### src/rtl/tohost_reporter.sv
// tohost_reporter: watches core stores to the tohost mailbox and turns them
// into one latched test verdict (pass / fail number / watchdog timeout). The
// verdict is offered on a valid/ready handshake and a sticky halt is raised
// toward the core as soon as a verdict exists.
module tohost_reporter #(
    parameter logic [31:0] TOHOST_ADDR    = 32'h0000_1000,
    parameter logic [31:0] TIMEOUT_CYCLES = 32'd5000
) (
    input  logic        clk,
    input  logic        rst,
    input  logic        st_en,
    input  logic [31:0] st_addr,
    input  logic [31:0] st_data,
    output logic        result_valid,
    input  logic        result_ready,
    output logic        result_pass,
    output logic        result_timeout,
    output logic [30:0] result_testnum,
    output logic [31:0] result_cycles,
    output logic        halt
);

    typedef enum logic [1:0] {
        RUN    = 2'd0,
        REPORT = 2'd1,
        DONE   = 2'd2
    } state_t;

    state_t      state;
    state_t      state_nxt;
    logic [31:0] cnt;
    logic        hit;
    logic        exit_ev;
    logic        tmo_ev;
    logic        verdict_ev;

    // A store to the mailbox; only odd values are exit codes, even values
    // (zero or syscall pointers) are left alone.
    assign hit        = st_en && (st_addr == TOHOST_ADDR);
    assign verdict_ev = exit_ev || tmo_ev;

    // Next-state decode; an exit store beats a watchdog expiry in the same cycle.
    always_comb begin
        state_nxt = state;
        exit_ev   = 1'b0;
        tmo_ev    = 1'b0;
        case (state)
            RUN: begin
                exit_ev = hit && st_data[0];
                tmo_ev  = !exit_ev && (cnt == TIMEOUT_CYCLES - 32'd1);
                if (exit_ev || tmo_ev) begin
                    state_nxt = REPORT;
                end
            end
            REPORT: begin
                // result_valid is already high in REPORT, so ready here is a real handshake.
                if (result_ready) begin
                    state_nxt = DONE;
                end
            end
            DONE: begin
                state_nxt = DONE;
            end
            default: begin
                state_nxt = RUN;
            end
        endcase
    end

    // State register; DONE is left only through reset.
    always_ff @(posedge clk or negedge rst) begin
        if (!rst) begin
            state <= RUN;
        end else begin
            state <= state_nxt;
        end
    end

    // RUN cycle counter; frozen once a verdict exists. It cannot wrap because
    // the watchdog fires at TIMEOUT_CYCLES-1.
    always_ff @(posedge clk or negedge rst) begin
        if (!rst) begin
            cnt <= 32'd0;
        end else if ((state == RUN) && !verdict_ev) begin
            cnt <= cnt + 32'd1;
        end
    end

    // Verdict fields are captured once, on the event edge, and then held.
    always_ff @(posedge clk or negedge rst) begin
        if (!rst) begin
            result_pass    <= 1'b0;
            result_timeout <= 1'b0;
            result_testnum <= 31'd0;
            result_cycles  <= 32'd0;
        end else if ((state == RUN) && verdict_ev) begin
            result_pass    <= exit_ev && (st_data[31:1] == 31'd0);
            result_timeout <= tmo_ev;
            result_testnum <= exit_ev ? st_data[31:1] : 31'd0;
            result_cycles  <= cnt;
        end
    end

    // Registered handshake valid and sticky halt request.
    always_ff @(posedge clk or negedge rst) begin
        if (!rst) begin
            result_valid <= 1'b0;
            halt         <= 1'b0;
        end else begin
            result_valid <= (state_nxt == REPORT);
            halt         <= halt || (state_nxt != RUN);
        end
    end

endmodule

### config.mk
export PLATFORM = sky130hd
export DESIGN_NAME = tohost_reporter
export DESIGN_NICKNAME = d
export VERILOG_FILES = /design/src/rtl/tohost_reporter.sv
export SDC_FILE = /design/constraint.sdc
export NUM_CORES = 1
export LEC_CHECK = 0
export CELL_PAD_IN_SITES_DETAIL_PLACEMENT = 2
export CELL_PAD_IN_SITES_GLOBAL_PLACEMENT = 2
export CORE_UTILIZATION = 44
export CTS_CLUSTER_SIZE = 28
export DETAILED_ROUTE_END_ITERATION = 10
export DONT_BUFFER_PORTS = 1
export PLACE_DENSITY_LB_ADDON = 0.08
export SKIP_CTS_REPAIR_TIMING = 1
export SLEW_MARGIN = 30
export SYNTH_ARGS = -nofsm -noshare
export SYNTH_HDL_FRONTEND = slang
export SYNTH_SLANG_ARGS = --single-unit
### constraint.sdc
create_clock -name clk -period 3.4 [get_ports clk]
set_input_delay 0.68 -clock clk [delete_from_list [all_inputs] [get_ports clk]]
set_output_delay 0.68 -clock clk [all_outputs]
set_load 0.01 [all_outputs]
[Word-level counts from Yosys, hierarchy flattened]
Cells that the tools add are included.
Word-level totals
  bits in registers: 101
  bits in latches: 0
  memory bits (writable): 0
  ROM bits: 0
  input port bits: 68
  output and inout bits: 67
  word-level logic and storage cells: 34
  memories kept: 0
Cells by class
  add/subtract/negate cells: 1
  multiply operators: 0
  div/mod/pow operators: 0
  order comparisons: 0
  eq/ne operators: 5
  shift-type cells: 0
  mux-type cells: 6
  bitwise operators: 0
  reductions and logical operators: 14
Operators by type and width (number)
  $eq A32 B13 Y1 const B: 2
  $add A32 B1 Y32 const B: 1
  $logic_not A31 Y1: 1
  $mux W31: 1
  $logic_and A1 B1 Y1: 6
  $pmux W2 S3: 1
  $eq A2 B1 Y1 const B: 2
  $mux W2: 2
  $logic_or A1 B1 Y1: 3
  $eq A2 B2 Y1 const B: 1
  $logic_not A1 Y1: 2
  $logic_not A2 Y1: 1
  $mux W1: 2
  $reduce_bool A2 Y1: 1

[Logic depth before layout (Yosys ltp)]
Gate-level depths: netlist of the first run.
  depth in word-level cells: 10
  depth in mapped cells: 8
  mapped depth without buffers: 6

[Worst setup path before layout of the first run]
Ideal clock, no wire load.
  kind: in2reg
  from: input port st_addr[13]
  to: register result_testnum[10]
  library setup time: 0.121 ns
  arrival: 2.487 ns
  data required time: 3.279 ns
  path slack: 0.792 ns
  cell stages on the path: 7
  path buffers: 2
  path through: or4b_1 -> or4_4 -> nor3_2 -> nor2_2 -> buf_6 -> buf_6 -> a22o_1
On the way
  word-level cells in the longest chain between the ends: 8
  elaborated cells on any way between the ends: 10
  classes of those cells: eq/ne: 1; mux: 3; reduce/logical: 6
Ends and longest elaborated chain
  start: declaration: line 12  | input logic [31:0] st_addr,
  $eq A32 B13 Y1 *: line 39  | assign hit = st_en && (st_addr == TOHOST_ADDR);
  $logic_and A1 B1 Y1 *: line 39
  $logic_and A1 B1 Y1 *: line 49  | exit_ev = hit && st_data[0];
  $logic_not A1 Y1: line 50  | tmo_ev = !exit_ev && (cnt == TIMEOUT_CYCLES - 32'd1);
  $logic_and A1 B1 Y1: line 50
  $mux W1: line 47  | case (state)
  $logic_or A1 B1 Y1: line 40  | assign verdict_ev = exit_ev || tmo_ev;
  $logic_and A1 B1 Y1: line 96  | end else if ((state == RUN) && verdict_ev) begin
  end signal: assignment: line 99  | result_testnum <= exit_ev ? st_data[31:1] : 31'd0;
  end: declaration: line 18  | output logic [30:0] result_testnum,
Mark *: on every way between the ends. The rest lies on a longest branch, timed or not.
A chain may end at the register's enable or synchronous reset.

[Worst setup path after layout of the first run]
  from: input port st_addr[13]
  to: register cnt[1]
On the way
  word-level cells in the longest chain between the ends: 9
  elaborated cells on any way between the ends: 10
  classes of those cells: eq/ne: 1; mux: 2; reduce/logical: 7
Ends and longest elaborated chain
  $eq A32 B13 Y1 *: line 39
  $logic_and A1 B1 Y1 *: line 39
  $logic_and A1 B1 Y1 *: line 49
  $logic_not A1 Y1: line 50
  $logic_and A1 B1 Y1: line 50
  $mux W1: line 47
  $logic_or A1 B1 Y1 *: line 40
  $logic_not A1 Y1 *: line 84  | end else if ((state == RUN) && !verdict_ev) begin
  $logic_and A1 B1 Y1 *: line 84
  end signal: assignment: line 85  | cnt <= cnt + 32'd1;
  end: declaration: line 31  | logic [31:0] cnt;
Marked as above.

==> results of run 1 <==
==> cells in the mapped netlist <==
cell      number  area [um^2]
nor3b_1        2        15.01
buf_6          7        78.83
xnor2_1        4        35.03
nor3_1        17        85.08
nand4b_1       1        8.760
nand4_1       10        62.56
nand2b_1       2        12.51
clkbuf_1       2        7.510
nor4b_1        2        17.52
o31ai_2        1        12.51
o21ai_0        3        15.01
a22o_1        32        280.3
or4_4          1        11.26
or4b_1         1        10.01
nor4_1        32        200.2
nor4bb_1       2        20.02
ha_1           1        12.51
and4_1         1        8.760
or2_2          2        12.51
mux2_1         6        67.56
mux2_4        27        405.4
inv_1          5        18.77
buf_2          4        20.02
xor2_1        27        236.5
o21bai_1       1        7.510
nor2_2         1        6.260
and3_1         3        18.77
nand2_1       12        45.04
and2_1         1        6.260
nand3_1       13        65.06
nor3_2         1        10.01
nor2_1         8        30.03
dfrtp_1      101         2527
buf_4          2        15.01
==> worst max-delay path, delay by kind of cell <==
| family | cells | cell delay (ps) |
|---|---|---|
| AND/OR/NAND/NOR | 4 | 1440 |
| multiplexers | 1 | 340 |
| buffers and inverters | 1 | 540 |
==> sequential cells by signal, summed over array words and instances, names as in the netlist <==
name	count
cnt	32
result_pass	1
result_cycles	32
result_valid	1
result_timeout	1
result_testnum	31
halt	1
state	2
==> final timing paths <==
check	cells after the start	startpoint	end	slack, ps
worst max-delay path	6	st_addr[13]	cnt[1]	640
min in group clk	1	result_ready	state[0]	410
worst min-delay path	1	rst	result_valid	220
worst min register to register	1	cnt[31]	cnt[31]	520
worst max register to register	6	state[0]	cnt[1]	760
max in group asynchronous	1	rst	cnt[18]	2780
==> metal layers <==
| metal | global-route usage, % | part of all wire (%) | up-vias |
|---|---|---|---|
| li1 | - | - | 1248 |
| met1 | 27.25 | 44 | 1484 |
| met2 | 33.21 | 48 | 82 |
| met3 | 4.241 | 6.8 | 11 |
| met4 | 6.264 | 1.2 | 0 |
| met5 | 0 | 0 | - |
==> cell type report <==
cell class,instances,area [um^2],area share [%]
Inverter,5,18.77,0.3984
Timing Repair Buffer,6,77.57,1.647
Sequential cell,101,2527,53.65
Tap cell,133,166.4,3.533
Clock buffer,10,137.6,2.922
Clock inverter,6,53.80,1.142
Multi-Input combinational cell,214,1729,36.71
==> cell families (layout without fill, tap and decap cells) <==
logic type | after synthesis | count (layout)
flops | 101 | 101
buf+inv | 20 | 27
compound gates | 37 | 37
fa+ha+maj | 1 | 1
xor+xnor | 31 | 31
simple gates | 112 | 112
mux | 33 | 33
==> placed cells by master (no fill, tap or decap), drive strengths merged <==
cell	n
ha	1
o21ai	3
mux2	33
xor2	27
nand2	12
nor3	18
and2	1
dfrtp	101
clkinvlp	1
nand3	13
and3	3
or2	2
nor4b	2
a22o	32
clkbuf	10
clkinv	3
inv	7
or4	1
and4	1
o21bai	1
o31ai	1
nor3b	2
nor4	32
nand2b	2
xnor2	4
nand4b	1
or4b	1
buf	6
nor2	9
nor4bb	2
nand4	10
==> power breakdown <==
part / switching, uW / internal, uW / total [uW] / leakage (uW)
sequential: 149 / 1290 / 1440 / 0.00130
clock: 441 / 298 / 739 / 0.0000950
combinational: 142 / 110 / 252 / 0.000747
==> through the flow <==
| step | cells | instance area (um^2) |
|---|---|---|
| after detailed placement | 458 | 4492 |
| after floorplan | 335 | 4385 |
| after global placement | 458 | 4492 |
| after CTS | 474 | 4683 |
| after global routing | 475 | 4711 |
| final | 475 | 4711 |
==> flow_summary.yaml, run 1 <==
sta:
  post-route-period-util_pct: 81.32
  fin_setup_tns_ps: 0
  finalHoldViolCount: 0
  achievable-frequency_mhz: 361.7
  finalWorstPathRequiredPeriod_ps: 2765
  final_max_slew_viol_count: 0
  unrepaired_setup_endpoints_after_global_routing: "no"
  max_slew.worst_pin.slew_ps: 739.6
  hold_ws_ps: 218.1
  maxSlewHeadroom_pct: 50.24
  fin_skew_ps: 13.13
  worst_path_setup_slack_after_routing_ps: 635.1
  setup_viol_count_final: 0
routing:
  drt_iter0_markers: 98
  num_vias: 2825
  routed_wire_length_per_instance_um: 21.09
  detail_route.wirelength_um: 10020
  routed_via_density: 5.947
  drt-pass1-iter-count: 4
  drc: 0
  postRouteAntennaNets: 0
worst_setup_path:
  worst_setup_path_end_kind: "register"
  worst_path_max_delay_cell: "buf_4"
  setup.worst_path.start_class: "input pin"
  timing.critical_path.fanout_max: 56
  timing.critical_path.slowest_cell_delay_ps: 540
  timing.setup.critical_path_class: "in -> reg"
  arrival_time_at_the_worst_endpoint_ps: 3020
  path_cells: "or4b_1 > or4_4 > nor3_4 > buf_4 > nor2_1 > mux2_1"
  cp_data_required_time_ps: 3650
placement:
  port-buffer-count: 0
  detailed_place_hpwl_um: 6742
  post-place-ws_ps: 232.8
  gp_congestion: 0.7058
synthesis:
  synth-simple-area-share_pct: 14.72
  synth_top_family_by_area: "simple AND/OR/NAND/NOR gates"
  synth_mux_area_share_pct: 10.78
  synth_seq_cells: 101
  synthesis.instances: 335
  yosysSeqAreaShare_pct: 57.63
  synthesis.yosys.warnings: 0
  syn_avg_cell_area_um2: 13.09
  yosys.area_share.xor_xnor_pct: 6.191
  mappedNetlistNets: 404
  netlist_area_um2: 4385
  yosys.area_share.adder_pct: 0.2853
  compound_gate_fraction_of_synth_area_pct: 7.190
  yosysUniqueCellTypes: 34
worst_hold_path:
  hp-class: "in -> async"
grt:
  first_global_vias: 3100
  grt_usage_pct: 20.29
  grt_start_max_net_pins: 102
  globalRouteOverflowTotal: 0
  antenna_violations_before_repair: 0
  grt_pass1_wl_um: 16150
pwr:
  power_leakage_uw: 0.002145
  pwr_cell_area_nw_per_um2: 515.8
  maximum_vdd_drop_v: 0.0002181
  total_power_uw: 2430
clock_network:
  clk_pin_slew_worst_paths_ps: 100
  root_buffer: "clkbuf_8"
  tritoncts.num_buffers: 9
  cts.sinks: 101
  htree_levels: 3
  worstSkewPairLatency_ps: 370
  cts_buffer_depth: 2
  cts_tree: "done"
floorplanning:
  core_um2: 9729
  io_pins: 135
  design.die.area_um2: 10370
  fp.dieH_um: 101.8
  chipWidth_um: 101.8
  rows: 36
  initial_core_util_pct: 45.07
finish:
  antenna_cells_inserted: 0
  drive_gt1_share_pct: 16.08
  fin_util_pct: 48.42
  flow.area_growth_from_synthesis_pct: 7.418
  fin_nets: 406
  final.fill_count: 997
run:
  timing.max_cap.violations: 0
run_status:
  run_status: "complete, no violations"
(Power assumes the default switching activity.)
==> run 2: changes to the inputs <==
CORE_UTILIZATION = 37   (was 44)
clock period = 2.4 ns   (was 3.4 ns; I/O delays follow)
==> flow_summary.yaml, run 2 (synthesis gave the netlist of run 1 again) <==
floorplanning:
  chipWidth_um: 110.9
  initial_core_util_pct: 38.24
  rows: 39
  io_pins: 135
  core_um2: 11470
  design.die.area_um2: 12290
  fp.dieH_um: 110.9
routing:
  drt_iter0_markers: 106
  num_vias: 2830
  postRouteAntennaNets: 0
  routed_wire_length_per_instance_um: 21.26
  drt-pass1-iter-count: 4
  routed_via_density: 5.637
  drc: 0
  detail_route.wirelength_um: 10670
worst_setup_path:
  arrival_time_at_the_worst_endpoint_ps: 2520
  cp_data_required_time_ps: 2630
  path_cells: "ha_1 > nor4bb_4 > nand4_1 > nor4_2 > buf_4 > nor2_4 > buf_12 > mux2_4"
  timing.critical_path.fanout_max: 38
  crit_family: "simple AND/OR/NAND/NOR gates"
  timing.critical_path.slowest_cell_delay_ps: 430
  worst_path_max_delay_cell: "dfrtp_1"
  setup.worst_path.start_class: "register"
  timing.critical_path.buf_inv: 2
  worst_setup_path_end_kind: "register"
  timing.setup.critical_path_class: "reg -> reg"
clock_network:
  worstSkewPairLatency_ps: 340
  cts_tree: "done"
  cts_buffer_depth: 2
  tritoncts.num_buffers: 9
  clk_pin_slew_worst_paths_ps: 70
  cts.sinks: 101
  root_buffer: "clkbuf_16"
  htree_levels: 3
sta:
  fin_skew_ps: 6.772
  fin_setup_tns_ps: 0
  finalWorstPathRequiredPeriod_ps: 2298
  setup_viol_count_final: 0
  post-route-period-util_pct: 95.73
  hold_ws_ps: -175.4
  max_slew.worst_pin.slew_ps: 456.4
  worst_path_setup_slack_after_routing_ps: 102.4
  maxSlewHeadroom_pct: 69.29
  finalHoldViolCount: 101
  achievable-frequency_mhz: 435.2
  final_max_slew_viol_count: 0
finish:
  layout_top_registers: "cnt (32), result_cycles (32), result_testnum (31)"
  drive_gt1_share_pct: 20.89
  antenna_cells_inserted: 0
  final_cell_count_no_fill: 502
  layout.cells.most_common: "dfrtp_1"
  fin_nets: 423
  most_frequent_cells_in_the_layout: "101 x dfrtp_1, 32 x a22o_1, 28 x nor4_1, 27 x mux2_4, 27 x xor2_1"
  flow.area_growth_from_synthesis_pct: 13.61
  post_layout_instance_area_um2: 4982
placement:
  dp_cells: 486
  port-buffer-count: 0
  detailed_place_hpwl_um: 7405
  gp_congestion: 0.7125
  post-place-ws_ps: -143.8
  placement.cell_area_um2: 4664
grt:
  grt_start_max_net_pins: 102
  first_global_vias: 3226
  grt_use_met3_pct: 5.522
  global_route.usage.met2_pct: 30.06
  global_route_track_usage_on_met1_pct: 23.05
  grt_usage_pct: 18.33
  top_usage_layer: "met2"
  antenna_violations_before_repair: 0
  grt_pass1_wl_um: 17750
  globalRouteOverflowTotal: 0
worst_hold_path:
  hp-class: "in -> async"
run:
  timing.max_cap.violations: 0
pwr:
  power_leakage_uw: 0.002283
  pwr_cell_area_nw_per_um2: 768.9
  maximum_vdd_drop_v: 0.0005438
run_status:
  violated_checks: "negative hold slack"
  run_status: "complete, but fails checks"
==> run 2: cell count changes in the layout (fill, tap and decap cells not counted), sizes merged <==
| cell | before | now |
|---|---|---|
| buf | 6 | 23 |
| clkinvlp | 1 | 0 |
| clkinv | 3 | 2 |
| clkbuf | 10 | 12 |
==> run 2: routing by layer <==
metal | vias to the layer above | part of all wire, %
li1 | 1286 | -
met1 | 1456 | 44
met2 | 80 | 49
met3 | 8 | 5.8
met4 | 0 | 1.3
met5 | - | 0
==> run 2: final cells by class <==
type / count / area [um^2]
clock inverter: 4 / 31.28
tap: 143 / 178.9
multi-input combinational: 214 / 1769
sequential: 101 / 2527
clock buffer: 12 / 246.5
fill: 1122 / 6485
inverter: 5 / 18.77
timing repair buffer: 23 / 210.2
==> run 2: through the flow <==
| step | power (uW) | util (%) |
|---|---|---|
| after global placement | 2434 | 40.68 |
| final | 3831 | 43.45 |
| after CTS | 3861 | 43.10 |
| after floorplan | 2248 | - |
| after detailed placement | 2462 | 40.68 |
| after global routing | 4013 | 43.45 |
==> run 2: report_power, final <==
group | total (uW) | switching, uW | internal [uW]
clock network | 1370 | 626 | 740
logic | 441 | 231 | 210
registers | 2020 | 195 | 1830
total | 3830 | 1050 | 2780
==> run 2: path summary, 6_finish.rpt <==
check	startpoint	endpoint	slack (ps)	depth (start not counted)
max	cnt[1]	result_cycles[11]	100	8
min	rst	result_testnum[7]	-180	0
max reg2reg	cnt[1]	result_cycles[11]	100	8
min reg2reg	cnt[31]	cnt[31]	500	1
max in group asynchronous	rst	cnt[18]	2380	0
min in group clk	result_ready	state[0]	240	1
